<file path="src/rtl/instruction_fetcher_pkg.sv">
// Shared definitions for the instruction fetch front end: word type,
// truth constants, fetch FSM encoding, reset PC default and the helpers
// that derive cache tag/index bit ranges from the index width.
// Optional feature macro: ICACHE_EN (instruction cache compiled in).
package instruction_fetcher_pkg;

  localparam int WORD_MSB = 31;
  localparam int WORD_LSB = 0;
  typedef logic [WORD_MSB:WORD_LSB] word_t;

  localparam word_t ZERO_WORD = '0;
  localparam logic  TRUE      = 1'b1;
  localparam logic  FALSE     = 1'b0;

  typedef enum logic {
    ST_FETCH    = 1'b0,
    ST_WAIT_MEM = 1'b1
  } fetch_state_t;

  localparam word_t DEFAULT_RESET_PC          = 32'h0000_0000;
  localparam int    DEFAULT_ICACHE_INDEX_BITS = 6;

  // Instructions are word aligned; the cache index starts right above the byte offset.
  localparam int INDEX_LSB = 2;

  function automatic int index_msb(input int index_bits);
    return INDEX_LSB + index_bits - 1;
  endfunction

  function automatic int tag_lsb(input int index_bits);
    return INDEX_LSB + index_bits;
  endfunction

  function automatic int tag_width(input int index_bits);
    return 30 - index_bits;
  endfunction

endpackage

</file>
<file path="src/rtl/instruction_fetcher_if.sv">
// Signal bundle between the fetcher and its neighbours: reorder-buffer
// rollback, memory controller request/response and decode delivery.
// master = fetcher side, slave = surrounding pipeline / memory side.
interface instruction_fetcher_if;
  import instruction_fetcher_pkg::*;

  logic  rob_rollback_in;
  word_t rob_rollback_pc_in;
  logic  mc_request_out;
  word_t mc_address_out;
  logic  mc_ready_in;
  word_t mc_instruction_in;
  logic  issue_stall_in;
  logic  inst_valid_out;
  word_t inst_out;
  word_t inst_pc_out;

  modport master (
    input  rob_rollback_in, rob_rollback_pc_in, mc_ready_in, mc_instruction_in, issue_stall_in,
    output mc_request_out, mc_address_out, inst_valid_out, inst_out, inst_pc_out
  );

  modport slave (
    output rob_rollback_in, rob_rollback_pc_in, mc_ready_in, mc_instruction_in, issue_stall_in,
    input  mc_request_out, mc_address_out, inst_valid_out, inst_out, inst_pc_out
  );
endinterface

</file>
<file path="src/rtl/instruction_fetcher_icache.sv">
// Direct-mapped one-word-per-line instruction cache. Lookup is purely
// combinational on the word address; fills land on the rising edge.
// Only the valid bits are reset; tag and data contents are don't-care
// until their line is marked valid.
module icache_direct_mapped
  import instruction_fetcher_pkg::*;
#(
  parameter int INDEX_BITS = DEFAULT_ICACHE_INDEX_BITS
) (
  input  logic        clk,
  input  logic        rst,
  input  logic [29:0] rd_word_addr,
  output logic        rd_hit,
  output word_t       rd_data,
  input  logic        wr_en,
  input  logic [29:0] wr_word_addr,
  input  word_t       wr_data
);

  localparam int DEPTH = 1 << INDEX_BITS;
  localparam int TAG_W = tag_width(INDEX_BITS);

  logic [DEPTH-1:0]      valid_q;
  logic [TAG_W-1:0]      tag_q  [DEPTH];
  word_t                 data_q [DEPTH];

  logic [INDEX_BITS-1:0] rd_idx;
  logic [INDEX_BITS-1:0] wr_idx;
  logic [TAG_W-1:0]      rd_tag;
  logic [TAG_W-1:0]      wr_tag;

  assign rd_idx  = rd_word_addr[INDEX_BITS-1:0];
  assign rd_tag  = rd_word_addr[29:INDEX_BITS];
  assign wr_idx  = wr_word_addr[INDEX_BITS-1:0];
  assign wr_tag  = wr_word_addr[29:INDEX_BITS];

  assign rd_hit  = valid_q[rd_idx] && (tag_q[rd_idx] == rd_tag);
  assign rd_data = data_q[rd_idx];

  // Valid bits: cleared only by reset, set by a fill.
  always_ff @(posedge clk or negedge rst) begin
    if (!rst) begin
      valid_q <= '0;
    end else if (wr_en) begin
      valid_q[wr_idx] <= TRUE;
    end
  end

  // Tag and data storage, written on fill.
  always_ff @(posedge clk) begin
    if (wr_en) begin
      tag_q[wr_idx]  <= wr_tag;
      data_q[wr_idx] <= wr_data;
    end
  end

endmodule

</file>
<file path="src/rtl/instruction_fetcher.sv">
// Fetch front end: owns the PC, looks it up in the instruction cache,
// issues a single outstanding word fetch to the memory controller on a
// miss and delivers {instruction, pc} to decode. Rollback redirects the
// PC and wins over every other event in its cycle.
// Optional feature macro: ICACHE_EN. When undefined no cache is built and
// every instruction is fetched from memory.
module instruction_fetcher
  import instruction_fetcher_pkg::*;
#(
  parameter int    ICACHE_INDEX_BITS = DEFAULT_ICACHE_INDEX_BITS,
  parameter word_t RESET_PC          = DEFAULT_RESET_PC
) (
  input logic                  clk,
  input logic                  rst,
  instruction_fetcher_if.master bus
);

  fetch_state_t state;
  word_t        pc;

  logic         lookup_hit;
  word_t        lookup_data;

`ifdef ICACHE_EN
  logic fill_en;

  // A fill is the memory response for the current pc, unless rollback discards it.
  assign fill_en = (state == ST_WAIT_MEM) && bus.mc_ready_in && !bus.rob_rollback_in;

  icache_direct_mapped #(
    .INDEX_BITS (ICACHE_INDEX_BITS)
  ) u_icache (
    .clk          (clk),
    .rst          (rst),
    .rd_word_addr (pc[WORD_MSB:INDEX_LSB]),
    .rd_hit       (lookup_hit),
    .rd_data      (lookup_data),
    .wr_en        (fill_en),
    .wr_word_addr (pc[WORD_MSB:INDEX_LSB]),
    .wr_data      (bus.mc_instruction_in)
  );
`else
  assign lookup_hit  = FALSE;
  assign lookup_data = ZERO_WORD;
`endif

  // Fetch FSM, PC and all registered outputs; pulses default low each cycle.
  always_ff @(posedge clk or negedge rst) begin
    if (!rst) begin
      state              <= ST_FETCH;
      pc                 <= RESET_PC;
      bus.mc_request_out <= FALSE;
      bus.mc_address_out <= ZERO_WORD;
      bus.inst_valid_out <= FALSE;
      bus.inst_out       <= ZERO_WORD;
      bus.inst_pc_out    <= ZERO_WORD;
    end else begin
      bus.mc_request_out <= FALSE;
      bus.inst_valid_out <= FALSE;
      if (bus.rob_rollback_in) begin
        // Redirect; any same-cycle memory response is dropped along with the request.
        pc    <= bus.rob_rollback_pc_in & ~word_t'(3);
        state <= ST_FETCH;
      end else begin
        case (state)
          ST_FETCH: begin
            if (!bus.issue_stall_in) begin
              if (lookup_hit) begin
                bus.inst_valid_out <= TRUE;
                bus.inst_out       <= lookup_data;
                bus.inst_pc_out    <= pc;
                pc                 <= pc + 32'd4;
              end else begin
                bus.mc_request_out <= TRUE;
                bus.mc_address_out <= pc;
                state              <= ST_WAIT_MEM;
              end
            end
          end
          ST_WAIT_MEM: begin
            // Downstream keeps a slot for this fetch, so stall is not consulted here.
            if (bus.mc_ready_in) begin
              bus.inst_valid_out <= TRUE;
              bus.inst_out       <= bus.mc_instruction_in;
              bus.inst_pc_out    <= pc;
              pc                 <= pc + 32'd4;
              state              <= ST_FETCH;
            end
          end
          default: state <= ST_FETCH;
        endcase
      end
    end
  end

endmodule

</file>
<file path="src/flat_wrapper.sv">
// flat-port wrapper written by rule: the top's interface ports become plain ports
module instruction_fetcher_flat import instruction_fetcher_pkg::*;
#(
  parameter int    ICACHE_INDEX_BITS = DEFAULT_ICACHE_INDEX_BITS,
  parameter word_t RESET_PC          = DEFAULT_RESET_PC
)
  (clk, rst, bus_rob_rollback_in, bus_rob_rollback_pc_in, bus_mc_ready_in, bus_mc_instruction_in, bus_issue_stall_in, bus_mc_request_out, bus_mc_address_out, bus_inst_valid_out, bus_inst_out, bus_inst_pc_out);
  instruction_fetcher_if bus_i ();
  input logic clk;
  input logic rst;
  input wire logic [$bits(bus_i.rob_rollback_in)-1:0] bus_rob_rollback_in;
  input wire logic [$bits(bus_i.rob_rollback_pc_in)-1:0] bus_rob_rollback_pc_in;
  input wire logic [$bits(bus_i.mc_ready_in)-1:0] bus_mc_ready_in;
  input wire logic [$bits(bus_i.mc_instruction_in)-1:0] bus_mc_instruction_in;
  input wire logic [$bits(bus_i.issue_stall_in)-1:0] bus_issue_stall_in;
  output wire logic [$bits(bus_i.mc_request_out)-1:0] bus_mc_request_out;
  output wire logic [$bits(bus_i.mc_address_out)-1:0] bus_mc_address_out;
  output wire logic [$bits(bus_i.inst_valid_out)-1:0] bus_inst_valid_out;
  output wire logic [$bits(bus_i.inst_out)-1:0] bus_inst_out;
  output wire logic [$bits(bus_i.inst_pc_out)-1:0] bus_inst_pc_out;
  assign bus_i.rob_rollback_in = bus_rob_rollback_in;
  assign bus_i.rob_rollback_pc_in = bus_rob_rollback_pc_in;
  assign bus_i.mc_ready_in = bus_mc_ready_in;
  assign bus_i.mc_instruction_in = bus_mc_instruction_in;
  assign bus_i.issue_stall_in = bus_issue_stall_in;
  assign bus_mc_request_out = bus_i.mc_request_out;
  assign bus_mc_address_out = bus_i.mc_address_out;
  assign bus_inst_valid_out = bus_i.inst_valid_out;
  assign bus_inst_out = bus_i.inst_out;
  assign bus_inst_pc_out = bus_i.inst_pc_out;
  instruction_fetcher #(.ICACHE_INDEX_BITS(ICACHE_INDEX_BITS), .RESET_PC(RESET_PC)) u_core (.clk(clk), .rst(rst), .bus(bus_i));
endmodule
</file>
<file path="config.mk">
export PLATFORM = sky130hd
export DESIGN_NAME = instruction_fetcher_flat
export DESIGN_NICKNAME = d
export VERILOG_FILES = /design/src/rtl/instruction_fetcher_pkg.sv /design/src/rtl/instruction_fetcher_if.sv /design/src/rtl/instruction_fetcher_icache.sv /design/src/rtl/instruction_fetcher.sv /design/src/flat_wrapper.sv
export SDC_FILE = /design/constraint.sdc
export NUM_CORES = 1
export LEC_CHECK = 0
export ABC_AREA = 1
export CORE_ASPECT_RATIO = 1.25
export CORE_MARGIN = 10
export CORE_UTILIZATION = 47
export CTS_CLUSTER_DIAMETER = 80
export CTS_CLUSTER_SIZE = 40
export DETAILED_ROUTE_END_ITERATION = 8
export PLACE_DENSITY = 0.78
export SYNTH_ARGS = -nofsm -noshare
export SYNTH_HDL_FRONTEND = slang
export SYNTH_SLANG_ARGS = --single-unit
</file>
<file path="constraint.sdc">
create_clock -name clk -period 1.74 [get_ports clk]
set_clock_uncertainty 0.2 [all_clocks]
set_input_delay 0.261 -clock clk [delete_from_list [all_inputs] [get_ports clk]]
set_output_delay 0.261 -clock clk [all_outputs]
set_load 0.01 [all_outputs]
</file>
# Word level (Yosys, flattened, before mapping)
# Index checks and enable logic that the tools add are counted.
[totals]
reg_bits = 131
in_bits = 69
[op_classes]
addsub = 1
mux = 16
n_bitwise = 3
reduce_logical = 3
n_eq_ne = 3
[ops]
columns = ["op", "n"]
rows = [
  ["32-bit two-way mux", 7],
  ["32-bit by 3-bit adder with 32-bit output (second input constant)", 1],
  ["1-bit two-way mux", 7],
  ["3-bit AND reduction", 2],
  ["2-bit inequality test (second input constant)", 2],
  ["1-bit one-hot mux with 2 select lines", 2],
  ["3-bit inequality test (second input constant)", 1],
  ["1-bit NOT", 3],
  ["2-bit AND reduction", 1],
]

# Depth between registers and ports, before layout
# Gate-level depths: netlist of run 1.
[depth]
ltp_word = 4
ltp_mapped = 11

# Worst setup path before layout of run 1
# No wires, ideal clock.
[synth_timing]
path_kind = "reg-to-reg"
from = "register u_core.pc[2]"
to = "register u_core.pc[28]"
setup_slack_ps = 151
required_time_ps = 1416
arrival_ps = 1265
stages_incl_launch_ff = 9
setup_ps = 124
cell_sequence = "dfrtp_1 > ha_1 > nand3_2 > nor2_2 > nand2_2 > nor2b_2 > nand2_1 > nand2_1 > nand3_1"
[synth_between]
elab_chain_cells = 4
[synth_rtl]
columns = ["element", "line_no", "text"]
rows = [
  ["start: declaration", "instruction_fetcher.sv:19", "word_t pc;"],
  ["start signal: assignment", "instruction_fetcher.sv:62", "pc <= bus.rob_rollback_pc_in & ~word_t'(3);"],
  ["start signal: assignment", "instruction_fetcher.sv:72", "pc <= pc + 32'd4;"],
  ["start signal: assignment", "instruction_fetcher.sv:86", "pc <= pc + 32'd4;"],
  ["32-bit by 3-bit adder with 32-bit output", "n/a", ""],
  ["32-bit two-way mux", "instruction_fetcher.sv:82", "if (bus.mc_ready_in) begin"],
  ["32-bit two-way mux", "instruction_fetcher.sv:65", "case (state)"],
  ["32-bit two-way mux", "instruction_fetcher.sv:60", "if (bus.rob_rollback_in) begin"],
]
# Every way passes these cells. The select of a mux whose other input is x is not followed.
# A chain may end at the register's enable or synchronous reset.

# Worst setup path after layout of run 1
[layout_timing]
from = "register u_core.pc[2]"
to = "register u_core.pc[30]"
# The elaborated chain is that of the path after synthesis.

==> results of run 1 <==
[stage by stage]
step,setup slack (ns),power (mW),std cells,hold slack [ns],utilization (%)
after global routing,-0.0271,9.89,1052,0.156,71.0
after floorplan,0.151,4.70,682,-0.235,-
after CTS,0.0148,9.46,1046,0.139,70.0
after detailed placement,-0.135,6.25,1014,0.0267,65.8
after global placement,-0.0968,6.16,1014,0.0247,65.8
final,0.0562,9.41,1052,0.127,71.0
[cell usage in the layout (no fill, tap or decap), types with 3 or more instances in the layout]
cell type | netlist | routed
nand2_1 | 262 | 261
dfrtp_1 | 125 | 119
dlygate4sd2_1 | 0 | 94
clkdlybuf4s50_1 | 0 | 65
inv_1 | 52 | 52
nor2_1 | 51 | 44
buf_4 | 5 | 41
o21ai_0 | 40 | 40
nand3_1 | 31 | 30
o21ai_1 | 25 | 25
clkbuf_16 | 0 | 17
buf_12 | 0 | 9
nor2_2 | 3 | 8
o211ai_1 | 8 | 8
nand4_1 | 7 | 7
nor2_4 | 4 | 6
dfrtp_2 | 0 | 6
nand2_2 | 4 | 4
a21oi_1 | 4 | 4
o21a_1 | 4 | 4
nand3b_1 | 4 | 4
xor2_1 | 4 | 4
conb_1 | 1 | 4
clkinvlp_4 | 0 | 4
nor3_1 | 3 | 3
o2111ai_1 | 3 | 3
clkinv_2 | 0 | 3
bufinv_16 | 0 | 3
[flip-flops by register name, summed over array words and instances, names as in the netlist]
name                       flops
u_core.bus.inst_out           32
u_core.bus.inst_pc_out        30
u_core.bus.mc_address_out     30
u_core.pc                     30
u_core.bus.inst_valid_out      1
u_core.bus.mc_request_out      1
u_core.state                   1
[metal layers]
layer,vias up,share of wire (%),global-route usage (%)
met3,31,8.3,6.59
met2,214,51,36.1
li1,2545,-,-
met4,0,2.4,8.47
met5,-,0,0
met1,2474,38,22.2
[worst register-to-register path: cells and delay by family (launching register included)]
kind,cells,cell delay (ns)
compound gates,1,0.12
fa+ha+maj,1,0.17
flops,1,0.40
simple gates,6,0.67
[final cells by class]
class | count | area share, %
Clock inverter | 11 | 1.74
Inverter | 54 | 2.45
Timing Repair Buffer | 210 | 23.8
Clock buffer | 20 | 5.39
Tap cell | 161 | 2.43
Sequential cell | 125 | 37.8
Multi-Input combinational cell | 471 | 26.4
[path summary, 6_finish.rpt]
kind / from / to / slack, ns / cells past startpoint
worst max-delay path: u_core.pc[2]$_DFFE_PN0N_ / u_core.pc[30]$_DFFE_PN0N_ / 0.06 / 8
worst min register to register: u_core.bus.inst_out[29]$_DFFE_PN0P_ / u_core.bus.inst_out[29]$_DFFE_PN0P_ / 0.26 / 2
worst max register to register: u_core.pc[2]$_DFFE_PN0N_ / u_core.pc[30]$_DFFE_PN0N_ / 0.06 / 8
min in group clk: bus_mc_instruction_in[14] / u_core.bus.inst_out[14]$_DFFE_PN0P_ / 0.18 / 3
max in group asynchronous: rst / u_core.bus.inst_out[15]$_DFFE_PN0P_ / 0.66 / 3
worst min-delay path: rst / u_core.bus.inst_pc_out[20]$_DFFE_PN0P_ / 0.13 / 2
[cell families (layout without fill, tap and decap cells)]
kind of cell	after synthesis	count (layout)	synth area share, %
buf+inv	86	295	6.76
xor+xnor	5	5	0.781
simple gates	375	375	27.9
fa+ha+maj	1	1	0.223
flops	125	125	55.8
compound gates	86	86	8.54
other cells	1	4	0.0669
[timing repair]
item	CTS	global route
resized for setup	97	20
hold buffers	1	0
endpoints found under the hold margin	125	0
setup endpoints to repair	97	13
buffers inserted	0	6
pin swaps	0	3
[where the power goes]
part / switching, mW / internal (mW)
clock: 1.26 / 2.27
sequential: 0.332 / 3.46
combinational: 1.10 / 0.975
==> run metrics, run 1 <==
DRC viols=0; Final nets=between 900 and 1k; post-synth top area share=55.8%; Worst Path Required=1.83 ns; Achievable Freq=between 500 and 600 MHz; Pwr Density=approximately 1100 nW/um^2; CTS tree=done; DRT Wirelength=16,900 um; total core area=11,700 um^2; fillers=992; Final Hold Viols=0; multi-input logic area=2190 um^2; P&R area growth vs syn=47.8%; max-slew violation count=0; GRT Total Usage=20.4%; vias per inst=about 5.0; Die Ht=142 um; share of layout cells above drive strength 1=12.7%; worst hold path type=in -> async; worst IR drop on VDD=between 0.6 and 0.7 mV; TritonCTS buffer count=17; Port Buf Inserts=160; Final ANT Viol Nets=0; CP Launch Type=flop; Mean Syn Cell Area=between 8 and 9 um^2; initial antenna violation count=0; Yosys reg bits=125; H-tree depth=4; prevailing post-synth register cell=dfrtp_1; Sink Count=125; final setup vio count=0; ant diodes=0; crit path max-delay cell type=dfrtp_1; final instance area=8290 um^2; Area contributors post-synth=dfrtp_1 56%, nand2_1 18%, o21ai_0 3.6%, inv_1 3.5%, nor2_1 3.4%; Buf/Inv on CP=0; remaining global-route overflow=0; starting density of the core=48.1%; critical path class=reg -> reg; Yosys Warn Count=0; global-route wire length before repair=27,800 um; Synth Cell Area=5610 um^2; CP arrival=1.77 ns; drt wl/cell=16.1 um; # Max-Cap Violations=0; top-count cell post-synth=nand2_1; largest net degree at the start of global routing=40; register cell area after layout=3140 um^2; io pins=167; Skew-Pair Late Insertion Delay=0.41 ns; Post-synth EDFFs=0; sequential element share of the synthesized area=between 50% and 60%; DR iter-0 viols=338; crit-path most repeated cell=nor2_4; DP HPWL=12,700 um; library cells used by synthesis=32; Pleak=4.14 nW; TNS Setup=0 ns; row count=44; crit path cell chain=ha_4 -> nand3_4 -> nor2_4 -> nand2_2 -> nor2_4 -> nand2_4 -> o21ai_1 -> nand3_1; period utilisation layout=a little over nine tenths; Routability Congestion=roughly 0.94; delay-heaviest family, CP=simple AND/OR/NAND/NOR gates; number of global-route vias before repair=5,447; cells after synthesis=679; Post-Place Cell Area=approximately 7700 um^2; CP endpoint kind=flop; Die X-Extent=about 120 um; CP max stage delay=0.40 ns; Period minus WS final=1.68 ns; Die ar.=~17,000 um^2; clock buffer depth=2; Synth area leader=dfrtp_1; status=finished, final reports clean; commonest cells in the netlist=262 x nand2_1, 125 x dfrtp_1, 52 x inv_1, 51 x nor2_1, 40 x o21ai_0; clk root buf=clkbuf_16; Vias=5,264; Post-synth ARST share=100%; clk slew on worst S/H paths=0.06 ns; First-pass DRT Iterations=5; crit-path max FO=4
Note: power is estimated with default switching activity, not from simulation.
==> run 2: changes to the inputs <==
- clock period: 1.74 -> 1.69 ns (I/O delays scaled with it)
==> run 2 against run 1 <==
  * Largest cell class unchanged
  * Sequential power up 3%
  * Register-to-register slack worse by 0.03 ns
  * Highest routed layer unchanged
  * Hold slack lost 0.014 ns
  * First-iteration DRC count is 23% lower
  * Global-route usage decreased by 0.16 points
  * Count of clock-buffer cells in the layout is 3 higher
  * Non-clock buffer count rose by 13
  * Critical endpoint is now u_core.pc[21]$_DFFE_PN0N_
  * Maximum frequency grew 1.4%
  * Largest power group unchanged
  * Setup slack worse by 0.027 ns
  * Cell count grew 1.2%
  * Wire length up 0.80%
  * Critical path depth unchanged
==> run metrics, run 2 (same netlist as run 1, synthesis figures left out) <==
First-pass DRT Iterations=5 (unchanged); clock buffer depth=2 (unchanged); Period minus WS final=1.66 ns (-0.0225 ns); share of layout cells above drive strength 1=14.5% (+1.8 points); Internal=7.08 mW (+5.5%); row count=44 (unchanged); initial antenna violation count=0 (unchanged); placed instance count=1,023 (+0.89%); total core area=11,700 um^2 (unchanged); most common cell after layout, fill and taps aside=nand2_1; Pwr Density=1160 nW/um^2 (+2.4%); largest net degree at the start of global routing=41 (+2.5%); remaining global-route overflow=0 (unchanged); CP arrival=1.74 ns (-0.03 ns); TritonCTS buffer count=17 (unchanged); Vias=5,321 (+1.1%); critical path class=reg -> reg; crit-path max FO=6 (+2); max reg flops=32 (unchanged); Worst Path Required=1.77 ns (-0.06 ns); CP endpoint kind=flop; P&R area growth vs syn=50.2%; number of global-route vias before repair=5,490 (+0.79%); Final Power=9.80 mW (+4.1%); clk root buf=clkbuf_16; CTS tree=done; Sink Count=125 (unchanged); ant diodes=0 (unchanged); Net Sw Frac=27.7% (-0.95 points); DRT Wirelength=17,100 um (+0.80%); DR iter-0 viols=259 (-23%); max-slew violation count=0 (unchanged); DP HPWL=12,900 um (+1.5%); io pins=167 (unchanged); # Max-Cap Violations=0 (unchanged); most frequent cells in the layout=258 x nand2_1, 121 x dfrtp_1, 94 x dlygate4sd2_1, 65 x clkdlybuf4s50_1, 54 x buf_4; Routability Congestion=0.937 (-0.74%); Die X-Extent=118 um (unchanged); Final Hold Viols=0 (unchanged); Pleak=4.22 nW (+1.9%); Final nets=962 (+1.4%); multi-input logic area=2240 um^2 (+2.3%); vias per inst=5.00 (-0.15%); Post-Place Cell Area=7720 um^2 (+0.55%); non-filler cells, final=1,065 (+1.2%); Skew-Pair Late Insertion Delay=0.41 ns (about the same); starting density of the core=48.1% (unchanged); worst hold path type=in -> async; register cell area after layout=3130 um^2 (about the same); share of power burned in registers=39.9% (-0.4 points); H-tree depth=4 (unchanged); DRC viols=0 (unchanged); Comb pwr share=22.1% (about the same); NetSw=2.72 mW (+0.66%); status=finished, final reports clean; Biggest register=u_core.bus.inst_out; Final ANT Viol Nets=0 (unchanged); clk slew on worst S/H paths=0.05 ns (about the same); worst IR drop on VDD=0.737 mV (+9.0%); Die Ht=142 um (unchanged); drt wl/cell=16.0 um (-0.43%); GRT Total Usage=20.3% (-0.16 points); fillers=916 (-7.7%); period utilisation layout=98.3% (+1.5 points); RSZ-0062 raised after global routing=true; Achievable Freq=602 MHz (+1.4%); final instance area=8420 um^2 (+1.6%); global-route wire length before repair=27,500 um (-0.75%); Port Buf Inserts=160 (unchanged); Die ar.=16,700 um^2 (unchanged); clock power share=37.9% (+0.3 points); CP Launch Type=flop; final setup vio count=0 (unchanged)
==> run 2: cell count changes in the layout (fill, tap and decap cells not counted), moves of 3 or more <==
| cell | change |
|---|---|
| buf_4 | +13 |
| nor2_1 | -6 |
| clkinvlp_4 | -4 |
| clkbuf_1 | +3 |
| nand2_1 | -3 |
| nand2_2 | +3 |
| nor2_2 | +3 |
| nor2_4 | +3 |
==> run 2: path summary, 6_finish.rpt <==
| kind | startpoint | to | slack, ns | depth (start not counted) |
|---|---|---|---|---|
| worst max-delay path | u_core.pc[3]$_DFFE_PN0N_ | u_core.pc[21]$_DFFE_PN0N_ | 0.03 | 8 |
| worst min-delay path | rst | u_core.bus.inst_pc_out[21]$_DFFE_PN0P_ | 0.11 | 2 |
| worst max register to register | u_core.pc[3]$_DFFE_PN0N_ | u_core.pc[21]$_DFFE_PN0N_ | 0.03 | 8 |
| worst min register to register | u_core.bus.inst_out[30]$_DFFE_PN0P_ | u_core.bus.inst_out[30]$_DFFE_PN0P_ | 0.26 | 2 |
| max in group asynchronous | rst | u_core.bus.mc_address_out[13]$_DFFE_PN0P_ | 0.58 | 3 |
| min in group clk | bus_mc_instruction_in[21] | u_core.bus.inst_out[21]$_DFFE_PN0P_ | 0.18 | 3 |
==> run 2: power by group through the flow <==
stage	Clock, mW	Sequential [mW]	Combinational, mW
finish	3.72	3.91	2.17
global route	3.90	3.98	2.41
CTS	3.77	3.91	2.17
detailed placement	0	3.97	2.49
global placement	0	3.92	2.43
floorplan	0	4.16	0.683
==> run 2: area by class of cell <==
type / count / share of cell area (%)
Clock buffer: 23 / 5.44
Timing Repair Buffer: 223 / 24.4
Multi-Input combinational cell: 471 / 26.5
Sequential cell: 125 / 37.2
Tap cell: 161 / 2.39
Clock inverter: 8 / 1.66
Inverter: 54 / 2.41
==> run 2: metal layers <==
metal	routed length, um	vias to the layer above	GRT usage, %
li1	-	2577	-
met1	6610	2518	22.1
met2	8840	196	35.6
met3	1240	30	6.99
met4	377	0	7.89
met5	0	-	0
==> run 2: per-stage QoR <==
stage               util [%]  TNS (ns)  worst slack, ns  hold WS [ns]
floorplan                  -         0            0.101        -0.242
CTS                     70.8         0           0.0193         0.112
detailed placement      66.2    -13.86           -0.195       0.00133
finish                  72.2         0           0.0287         0.113
global placement        66.2     -9.98           -0.145       -0.0125
global route            72.2    -0.312          -0.0508         0.147
==> run 2: what timing repair did <==
item,CTS,global route
pin swaps,1,14
setup buffers,1,9
hold endpoints to repair,125,0
hold buffers,1,0
gates resized for setup,102,29
endpoints found under the setup margin,103,15
==> run 2: critical path, cell delays in order (launching register included) <==
cell and delay (ns):
dfrtp_2 0.41, buf_6 0.12, nand3_4 0.08, nor2_4 0.18
nand3_4 0.10, nor2_4 0.21, nand2_1 0.07, nand3_1 0.07
nand3b_1 0.09
